<file path="src/rtl/fetch_unit.sv">
// Instruction fetch unit: owns the program counter and fetches one instruction
// word per IR_LOAD request, with a 16-cycle memory timeout.
module fetch_unit (
  input  logic        clk,
  input  logic        reset,
  input  logic        IR_LOAD,
  input  logic        INCR_PC,
  input  logic        BE,
  input  logic [15:0] target,
  input  logic [15:0] mem_rdata,
  input  logic        mem_ready,
  output logic        mem_rd,
  output logic [15:0] mem_addr,
  output logic [15:0] pc,
  output logic [15:0] instr,
  output logic [15:0] instr_pc,
  output logic        stall,
  output logic        fetch_err
);

  typedef enum logic {
    IDLE  = 1'b0,
    FETCH = 1'b1
  } state_t;

  state_t     state;
  logic [3:0] wcnt;

  // pc sequencing runs independently of the fetch FSM; the fetch snapshots pc
  // into mem_addr/instr_pc so later pc moves never disturb an in-flight read.
  always_ff @(posedge clk) begin
    if (!reset) begin
      state     <= IDLE;
      wcnt      <= 4'd0;
      pc        <= 16'h0000;
      instr     <= 16'h0000;
      instr_pc  <= 16'h0000;
      mem_addr  <= 16'h0000;
      mem_rd    <= 1'b0;
      stall     <= 1'b0;
      fetch_err <= 1'b0;
    end else begin
      if (BE) begin
        pc <= target;
      end else if (INCR_PC) begin
        pc <= pc + 16'd1;
      end

      case (state)
        IDLE: begin
          if (IR_LOAD) begin
            state    <= FETCH;
            mem_addr <= pc;
            instr_pc <= pc;
            wcnt     <= 4'd0;
            mem_rd   <= 1'b1;
            stall    <= 1'b1;
          end
        end

        FETCH: begin
          if (mem_ready) begin
            instr  <= mem_rdata;
            state  <= IDLE;
            mem_rd <= 1'b0;
            stall  <= 1'b0;
          end else if (wcnt == 4'd15) begin
            // Sixteenth unready cycle: give up and hand the decoder a zero word.
            instr     <= 16'h0000;
            fetch_err <= 1'b1;
            state     <= IDLE;
            mem_rd    <= 1'b0;
            stall     <= 1'b0;
          end else begin
            wcnt <= wcnt + 4'd1;
          end
        end

        default: begin
          state  <= IDLE;
          mem_rd <= 1'b0;
          stall  <= 1'b0;
        end
      endcase
    end
  end

endmodule

</file>
<file path="config.mk">
export PLATFORM = sky130hd
export DESIGN_NAME = fetch_unit
export DESIGN_NICKNAME = d
export VERILOG_FILES = /design/src/rtl/fetch_unit.sv
export SDC_FILE = /design/constraint.sdc
export NUM_CORES = 1
export LEC_CHECK = 0
export CAP_MARGIN = 10
export CORE_MARGIN = 2
export CORE_UTILIZATION = 45
export CTS_CLUSTER_DIAMETER = 60
export DETAILED_ROUTE_END_ITERATION = 10
export PLACE_DENSITY = 0.85
export SLEW_MARGIN = 5
export SYNTH_ARGS = -nofsm -noshare
export SYNTH_HDL_FRONTEND = slang
export SYNTH_SLANG_ARGS = --single-unit
</file>
<file path="constraint.sdc">
create_clock -name clk -period 4.9 [get_ports clk]
set_input_delay 0.98 -clock clk [delete_from_list [all_inputs] [get_ports clk]]
set_output_delay 0.98 -clock clk [all_outputs]
set_load 0.005 [all_outputs]
</file>
---- After elaboration in Yosys (flattened, before gate mapping) ----
Index checks and enable logic that the tools add are counted.
cells by class
  equality and inequality tests ........... 5
  bitwise operators ....................... 2
  $add $sub $neg .......................... 2
  reductions and logical operators ........ 7
  mux-type cells .......................... 16
operators by type and width
  operator                 number
  $mux W16                 4
  $add A16 B1 Y16 const B  1
  $mux W4                  3
  $pmux W4 S2              1
  $mux W1                  6
  $ne A2 B2 Y1 const B     3
  $reduce_and A2 Y1        3
  $reduce_and A3 Y1        2
  $add A4 B1 Y4 const B    1
  $eq A4 B4 Y1 const B     1
  $pmux W1 S2              2
  $reduce_bool A2 Y1       2
  $ne A3 B2 Y1 const B     1
  $not A1 Y1               2
storage, ports and cells
  logic and storage cells ................. 39
  output and inout port bits .............. 67
  register bits after elaboration ......... 55

---- Longest topological paths before layout ----
Gate-level depths: netlist of the first run.
  word-level depth ........................ 4
  gate-level depth with buffers ........... 8
  depth with buffers taken out ............ 5

---- Worst setup path after synthesis of the first run ----
No wires, ideal clock.
  kind .................................... input port to flip-flop
  from .................................... input port INCR_PC
  to ...................................... register pc[15]
  data arrival time ....................... 2164 ps
  data required time ...................... 4826 ps
  buffers on the path ..................... 2
  slack ................................... 2661 ps
  stages .................................. 6
  cells stage by stage .................... clkbuf_8 > nand3_1 > or2_1 > clkbuf_2 > or4_1 > a31oi_1
between the ends
  cells in the longest elaborated chain, start to end .. 1
RTL lines
  what                          line  RTL
  start, declared               7     input logic INCR_PC,
  $reduce_bool A2 Y1 (no line)  n/a
  end signal, assigned          44    pc <= target;
  end signal, assigned          46    pc <= pc + 16'd1;
  end, declared                 14    output logic [15:0] pc,
Every way passes these cells.
A chain may end at the register's enable or synchronous reset.

==> results.py, run 1 <==
metrics = {
    "status": {
        "status": "finished clean",
    },
    "worst_setup_path": {
        "end_kind": "flip-flop",
        "crit_arrival_ps": 3080,
        "cp_max_fo": 40,
        "critPathKind": "in2reg",
        "worst_ep_required_time_ps": 5140,
        "start_kind": "input port",
    },
    "clock_network": {
        "numCtsBuffers": 5,
        "htreeDepth": 2,
        "cts_buffer_depth": 2,
        "post_cts_buffers": 0,
        "cts_tree": "done",
        "path_clk_slew_ps": 90,
        "cts_sinks": 55,
        "clk_latency_ps": 300,
        "cts-resized-gates": 0,
        "holdBufCountCts": 0,
        "root_buffer": "clkbuf_8",
    },
    "logic_synthesis": {
        "synth.area.top_cells": "dfxtp_1, nand2_1, a22o_1, a21boi_0, buf_4",
        "ys_types": 36,
        "synth_top_cell_by_area": "dfxtp_1",
        "synth_seq_cells": 55,
        "synthCells": 266,
        "syn_avg_cell_area_um2": 8.97,
        "ys_warn_count": 0,
        "netlist_area_um2": 2390,
        "postSynthNetCount": 306,
        "synth_top_area_frac": 0.461,
        "yosysSeqAreaShare": 0.461,
    },
    "power": {
        "leakagePower_nw": 1.21,
        "power.density_nw_per_um2": 283,
        "ir_drop_mv": 0.142,
    },
    "global_routing": {
        "grt_max_degree": 41,
        "grt_util_all_layers": 0.197,
        "antenna_found_initial": 0,
        "globalRouteOverflowTotal": 0,
        "grt_pass1_wl_um": 9470,
        "first_global_vias": 1876,
    },
    "sta": {
        "rsz0062_at_grt": "no",
        "period_share": 0.579,
        "max_freq_mhz": 353,
        "hold_viol": 0,
        "finClkSkew_ps": 6.86,
        "setup_slack_ps": 2060,
        "finalCriticalPeriod_ps": 2840,
        "setup_violations": 0,
        "worst_pin_slew_ps": 1100,
        "fin_tns_setup_ps": 0,
        "relSlewSlack": 0.263,
        "hold-worst-slack_ps": 479,
        "maxSlewViolCount": 0,
    },
    "placed_design": {
        "io_buffers": 104,
        "dp_hpwl_um": 4300,
        "place_ws_ps": 1770,
        "gp_congestion": 0.779,
        "place_inst": 405,
    },
    "route": {
        "drc": 0,
        "drtIter0Drc": 147,
        "wire_per_inst_um": 14.1,
        "viasPerCell": 5.11,
        "final_antenna_net_count": 0,
        "drt-total-wl_um": 5840,
        "dr.pass1.iters": 4,
        "via_count": 2115,
    },
    "finish": {
        "drive_gt1_frac": 0.0291,
        "nNetsFinal": 383,
        "final_cells": 414,
        "syn2layout_area_growth_pct": 44.4,
        "final_util": 0.675,
        "insertedDiodeCount": 0,
    },
    "floorplanning": {
        "start_util": 0.467,
        "ios": 105,
        "core_area_um2": 5110,
        "die-area_um2": 5900,
        "rows": 26,
        "die_w_um": 76.8,
        "die_h_um": 76.8,
    },
    "job": {
        "maxCapViolCount": 0,
    },
    "worst_hold_path": {
        "hp-class": "reg2reg",
    },
}
[area by class of cell]
class,count,area (µm²)
repair buffers,105,1050
clock inverters,2,60.1
clock buffers,6,72.6
well taps,70,87.6
inverters,4,15.0
multi-input cells,172,1060
flip-flops and latches,55,1100
fillers,431,1660
[per-layer routing]
layer  global-route usage  share of wire  vias up
li1                     -              -     1057
met1                0.256           0.44      958
met2                0.326           0.48       94
met3               0.0529          0.075        6
met4               0.0436          0.011        0
met5                    0              0        -
[report_power, final]
group          total [W]  internal [W]  switching (W)
Sequential      0.000492      0.000468      0.0000241
Clock           0.000344      0.000204       0.000140
Combinational   0.000141     0.0000903      0.0000507
Total           0.000977      0.000762       0.000214
[placed cells by master (no fill, tap or decap), types with 7 or more instances in the layout]
cell type,synthesis,layout
nand2_1,41,41
a21oi_1,10,10
xnor2_1,8,8
nor2b_1,7,7
clkdlybuf4s50_1,0,104
a21boi_0,18,18
dfxtp_1,55,55
o21ai_0,17,17
nor3_1,8,8
a22o_1,16,16
[synth_stat cells]
cell,number
buf_4,17
buf_2,2
inv_1,4
clkbuf_2,1
clkbuf_1,13
nand3_4,1
and2_1,5
nor2_1,1
a211oi_1,2
nor4_1,4
nor2b_1,7
nand4_1,3
dfxtp_1,55
mux2i_1,1
o211ai_1,2
o21a_1,2
nand2_1,41
nand3_1,5
ha_1,2
o21ai_0,17
or4_1,2
or2_0,1
buf_1,1
clkbuf_8,1
o31ai_1,2
and3_1,3
a31oi_1,2
nand4_2,1
a22o_1,16
a21boi_0,18
a21oi_1,10
nand2b_1,2
nor3_1,8
xor2_1,5
xnor2_1,8
or2_1,1
[worst max-delay path, stage by stage]
cell and delay (ps):
clkdlybuf4s50_1 1190, and3_1 660, a22o_1 240
[state kept, by name (all words and copies together), names as in the netlist]
name       count
pc            16
state          1
wcnt           4
fetch_err      1
instr_pc      16
stall          1
instr         16
[through the flow]
step,power (W),cell area (µm²)
CTS,0.000985,3440
global route,0.00102,3450
floorplan,0.000558,2390
detailed placement,0.000642,3310
global placement,0.000638,3310
finish,0.000977,3450
[kinds of logic after synthesis]
group	Yosys count	share of synthesized area
AND/OR/NAND/NOR	85	0.180
AO/OA/AOI/OAI	71	0.202
adder cells (fa/ha/maj)	2	0.0105
buffers and inverters	39	0.0938
flip-flops	55	0.461
XOR/XNOR	13	0.0477
multiplexers	1	0.00419
[path summary, 6_finish.rpt]
check                                from   endpoint  slack, ps  cells past startpoint
worst max-delay path                reset   instr[8]       2060                      3
worst min-delay path            instr[13]  instr[13]        480                      1
worst max register to register    wcnt[0]   instr[8]       3110                      5
worst min register to register  instr[13]  instr[13]        480                      1
(Power assumes the default switching activity.)
==> run 2: changes to the inputs <==
--- a/config.mk
+++ b/config.mk
@@ -7,10 +7,10 @@
 export LEC_CHECK = 0
 export CAP_MARGIN = 10
 export CORE_MARGIN = 2
-export CORE_UTILIZATION = 45
+export CORE_UTILIZATION = 38
 export CTS_CLUSTER_DIAMETER = 60
 export DETAILED_ROUTE_END_ITERATION = 10
-export PLACE_DENSITY = 0.85
+export PLACE_DENSITY = 0.77
 export SLEW_MARGIN = 5
 export SYNTH_ARGS = -nofsm -noshare
 export SYNTH_HDL_FRONTEND = slang
==> constraint.sdc (replaced) <==
create_clock -name clk -period 2.5 [get_ports clk]
set_input_delay 0.5 -clock clk [delete_from_list [all_inputs] [get_ports clk]]
set_output_delay 0.5 -clock clk [all_outputs]
set_load 0.005 [all_outputs]
==> run 2 against run 1 <==
Net effect: worst hold slack better by 0.63 ps; non-clock buffer count up 4; register-to-register slack worse by 2400 ps; setup slack worse by 1400 ps; final cell count up 2.2%; utilization down 9.9 points; highest routed layer unchanged.
==> results.py, run 2 (same netlist as run 1, synthesis figures left out) <==
metrics = {
    "route": {
        "dr.pass1.iters": 4,
        "via_count": 2081,
        "drc": 0,
        "drt-total-wl_um": 5770,
        "routed-wl-met2_um": 2770,
        "viasPerCell": 4.92,
        "drtIter0Drc": 59,
        "route.layer.met1.wl_um": 2670,
        "final_antenna_net_count": 0,
        "wire_per_inst_um": 13.7,
        "routed.top_layer": "met4",
        "met3_length_um": 317,
    },
    "sta": {
        "fin_tns_setup_ps": 0,
        "setup_violations": 0,
        "finClkSkew_ps": 9.39,
        "max_freq_mhz": 541,
        "worst_pin_slew_ps": 597,
        "hold_viol": 0,
        "period_share": 0.739,
        "maxSlewViolCount": 0,
        "finalCriticalPeriod_ps": 1850,
        "rsz0062_at_grt": "no",
        "relSlewSlack": 0.602,
    },
    "floorplanning": {
        "die-area_um2": 6930,
        "start_util": 0.398,
        "core_area_um2": 5990,
        "die_h_um": 83.3,
        "rows": 28,
        "die_w_um": 83.3,
        "ios": 105,
    },
    "finish": {
        "drive_gt1_frac": 0.0431,
        "reg_top3": "instr: 16 flops, instr_pc: 16 flops, pc: 16 flops",
        "multi_input_area_um2": 1060,
        "layout_commonest_cell": "clkdlybuf4s50_1",
        "final_area_um2": 3450,
        "final_cell_mix": "clkdlybuf4s50_1, dfxtp_1, nand2_1",
        "nNetsFinal": 387,
        "final_cells": 423,
        "syn2layout_area_growth_pct": 44.5,
        "regArea_um2": 1100,
        "fillers": 524,
        "insertedDiodeCount": 0,
    },
    "worst_hold_path": {
        "hp-class": "reg2reg",
        "hold_path_startpoint": "instr_pc[3]",
    },
    "worst_setup_path": {
        "endpoint": "pc[2]",
        "critPathKind": "reg2out",
        "cp_max_fo": 6,
        "crit_arrival_ps": 1350,
        "worstSetupStartpoint": "pc[2]",
        "rr_worst_depth": 5,
        "cp_num_cells": 1,
        "timing.rr.start": "wcnt[0]",
        "cp_top_family": "buffers and inverters",
        "timing.rr.end": "instr[11]",
        "timing.critical_path.buf_inv": 1,
        "cp_slowest_stage_delay_ps": 570,
        "worst_ep_required_time_ps": 2000,
        "start_kind": "flip-flop",
        "r2r_slack_ps": 690,
        "crit_chain": "clkdlybuf4s50_1",
        "crit_slowest_cell": "clkdlybuf4s50_1",
        "end_kind": "output port",
    },
    "power": {
        "leakagePower_nw": 1.22,
        "power.density_nw_per_um2": 510,
        "ir_drop_mv": 0.257,
    },
    "global_routing": {
        "grt_max_degree": 39,
        "first_global_vias": 2008,
        "grt_pass1_wl_um": 9490,
        "antenna_found_initial": 0,
        "grt_util_all_layers": 0.164,
        "globalRouteOverflowTotal": 0,
    },
    "clock_network": {
        "post_cts_buffers": 0,
        "htreeDepth": 2,
        "cts-resized-gates": 0,
        "cts_tree": "done",
        "cts_sinks": 55,
        "holdBufCountCts": 0,
        "path_clk_slew_ps": 90,
        "numCtsBuffers": 5,
        "root_buffer": "clkbuf_8",
        "clk_latency_ps": 300,
        "cts_buffer_depth": 2,
    },
    "job": {
        "maxCapViolCount": 0,
    },
    "placed_design": {
        "gp_congestion": 0.848,
        "postPlaceCellArea_um2": 3350,
        "dp_hpwl_um": 4360,
        "io_buffers": 104,
        "place_inst": 415,
    },
    "status": {
        "status": "finished clean",
    },
}
[run 2: how the worst min path moves through the flow]
stage | to | cells past startpoint
6_report | instr_pc[3] | 2
4_1_cts | instr_pc[3] | 2
3_5_place_dp | instr[1] | 1
2_1_floorplan | instr[0] | 1
3_3_place_gp | instr[7] | 1
5_1_grt | instr[12] | 1
[run 2: power breakdown]
group | total, W | switching, W | internal [W]
registers | 0.000964 | 0.0000472 | 0.000917
clock network | 0.000516 | 0.000289 | 0.000227
logic | 0.000281 | 0.000100 | 0.000181
[run 2: through the flow]
| step | total power (W) | hold slack [ps] | setup slack [ps] | utilization |
|---|---|---|---|---|
| 6_report | 0.00176 | 480 | 653 | 0.576 |
| 5_1_grt | 0.00185 | 497 | 522 | 0.576 |
| 4_1_cts | 0.00178 | 485 | 633 | 0.576 |
| 3_5_place_dp | 0.00127 | 454 | 360 | 0.559 |
| 3_3_place_gp | 0.00126 | 456 | 382 | 0.559 |
| 2_1_floorplan | 0.00109 | 466 | 741 | - |
[run 2: worst register-to-register path, delay by kind of cell (launching register included)]
family	cells	cell delay (ps)
compound gates	2	380
fa+ha+maj	1	240
flops	1	360
simple gates	2	790
[run 2: metal layers]
| metal | vias to the layer above | global-route usage |
|---|---|---|
| met5 | - | 0 |
| met4 | 0 | 0.0343 |
| met3 | 2 | 0.0437 |
| met2 | 68 | 0.278 |
| met1 | 949 | 0.209 |
| li1 | 1062 | - |
[run 2: final cells by class]
type / instances / share of cell area
flip-flops and latches: 55 / 0.319
repair buffers: 109 / 0.313
multi-input cells: 172 / 0.308
well taps: 75 / 0.0272
clock buffers: 6 / 0.0239
clock inverters: 2 / 0.00472
inverters: 4 / 0.00435
==> run 3: changes to the inputs <==
==> constraint.sdc (replaced) <==
create_clock -name clk -period 1.5 [get_ports clk]
set_input_delay 0.3 -clock clk [delete_from_list [all_inputs] [get_ports clk]]
set_output_delay 0.3 -clock clk [all_outputs]
set_load 0.005 [all_outputs]
==> run 3 against run 2 <==
Net effect: combinational power is 110% higher; clock-buffer cell count stayed put; setup slack worse by 620 ps; largest power group unchanged; power is 72% higher; critical path depth stayed put; clock power is 67% higher; die area stayed put; clock skew is 4.4 ps lower.
==> results.py, run 3 (same netlist as run 1, synthesis figures left out) <==
metrics = {
    "clock_network": {
        "numCtsBuffers": 5,
        "root_buffer": "clkbuf_8",
        "cts_tree": "done",
        "htreeDepth": 2,
        "clk_latency_ps": 310,
        "cts_buffer_depth": 2,
        "holdBufCountCts": 0,
        "path_clk_slew_ps": 100,
        "cts_sinks": 55,
    },
    "global_routing": {
        "grt_util_all_layers": 0.184,
        "grt_max_degree": 21,
        "antenna_found_initial": 0,
        "globalRouteOverflowTotal": 0,
        "first_global_vias": 2149,
        "grt_pass1_wl_um": 10600,
    },
    "floorplanning": {
        "ios": 105,
        "core_area_um2": 5990,
        "start_util": 0.398,
        "rows": 28,
        "die_w_um": 83.3,
        "die-area_um2": 6930,
        "die_h_um": 83.3,
    },
    "sta": {
        "maxSlewViolCount": 0,
        "relSlewSlack": 0.608,
        "max_freq_mhz": 681,
        "hold_viol": 0,
        "setup_violations": 0,
        "worst_pin_slew_ps": 588,
        "rsz0062_at_grt": "yes",
        "setup_slack_ps": 30.9,
        "finalCriticalPeriod_ps": 1470,
        "period_share": 0.979,
        "fin_tns_setup_ps": 0,
        "finClkSkew_ps": 5.03,
    },
    "worst_setup_path": {
        "crit_chain": "clkdlybuf4s50_1",
        "timing.rr.end": "pc[15]",
        "cp_max_fo": 2,
        "rr_worst_depth": 4,
        "critPathKind": "reg2out",
        "cp_slowest_stage_delay_ps": 500,
        "timing.rr.start": "pc[8]",
        "timing.critical_path.buf_inv": 1,
        "end_kind": "output port",
        "crit_slowest_cell": "clkdlybuf4s50_1",
        "cp_top_family": "buffers and inverters",
        "crit_arrival_ps": 1170,
        "worst_ep_required_time_ps": 1200,
        "start_kind": "flip-flop",
        "r2r_slack_ps": 60,
    },
    "finish": {
        "reg_top3": "instr: 16 flops, instr_pc: 16 flops, pc: 16 flops",
        "fillers": 498,
        "final_cells": 462,
        "final_area_um2": 3930,
        "drive_gt1_frac": 0.264,
        "final_cell_mix": "clkdlybuf4s50_1, nand2_1, buf_4",
        "syn2layout_area_growth_pct": 64.6,
        "nNetsFinal": 426,
        "insertedDiodeCount": 0,
        "layout_commonest_cell": "clkdlybuf4s50_1",
    },
    "power": {
        "power.density_nw_per_um2": 773,
        "leakagePower_nw": 1.71,
        "ir_drop_mv": 0.422,
    },
    "job": {
        "maxCapViolCount": 0,
    },
    "placed_design": {
        "place_inst": 437,
        "postPlaceCellArea_um2": 3590,
        "gp_congestion": 0.796,
        "io_buffers": 104,
        "dp_hpwl_um": 4850,
        "place_ws_ps": -296,
    },
    "route": {
        "via_count": 2279,
        "drtIter0Drc": 56,
        "wire_per_inst_um": 14.3,
        "dr.pass1.iters": 4,
        "viasPerCell": 4.93,
        "drt-total-wl_um": 6600,
        "final_antenna_net_count": 0,
        "drc": 0,
    },
    "worst_hold_path": {
        "min_path_cells": 1,
        "hp-class": "reg2reg",
        "holdPathEnd": "instr[8]",
        "hold_path_startpoint": "instr[8]",
    },
    "status": {
        "status": "finished clean",
    },
}
run 3: changes by cell type in the layout (fill, tap and decap cells not counted), sizes merged:
cell / delta
buf: +39
clkdlybuf4s50: -25
dlymetal6s2s: +13
dlygate4sd2: +12
clkinvlp: -1
inv: +1
run 3: what timing repair did:
item,4_1_cts,5_1_grt
gates cloned,0,0
endpoints found under the setup margin,37,53
setup buffers,13,4
pin swaps,0,3
gates resized for setup,34,35
run 3: power breakdown:
group	switching [W]	internal, W
sequential	0.0000553	0.00153
combinational	0.000221	0.000365
clock	0.000484	0.000379
total	0.000760	0.00228
run 3: cell type report:
class,count,area [µm²],area share
flip-flops and latches,55,1170,0.299
clock buffers,6,82.6,0.0210
repair buffers,148,1430,0.364
inverters,4,15.0,0.00382
clock inverters,2,15.0,0.00382
well taps,75,93.8,0.0239
multi-input cells,172,1120,0.285
run 3: stage by stage:
stage          hold WS (ps)  utilization  power, W
2_1_floorplan           433            -   0.00184
3_5_place_dp            453        0.599   0.00217
6_report                472        0.656   0.00304
4_1_cts                 485        0.637   0.00307
5_1_grt                 492        0.656   0.00319
3_3_place_gp            455        0.599   0.00216
run 3: worst max-delay path by stage:
| stage | start | end | slack (ps) | cells past startpoint |
|---|---|---|---|---|
| finish | pc[3] | pc[3] | 30 | 1 |
| CTS | instr[5] | instr[5] | 3 | 1 |
| global route | pc[1] | pc[12] | -30 | 6 |
| floorplan | pc[9] | pc[15] | 2 | 4 |
| detailed placement | INCR_PC | pc[15] | -300 | 5 |
| global placement | INCR_PC | pc[15] | -270 | 5 |
run 3: worst register-to-register path, cell delays in order, from the launching register on:
cell	delay, ps
dfxtp_2	360
nand4_4	100
or2_4	270
or4_4	510
a31oi_1	130
run 3: per-layer routing:
layer  GRT usage  up-vias  wire (µm)
li1            -     1143          -
met1       0.235     1047       2930
met2       0.309       83       3200
met3      0.0457        6        413
met4      0.0507        0         59
met5           0        -          0
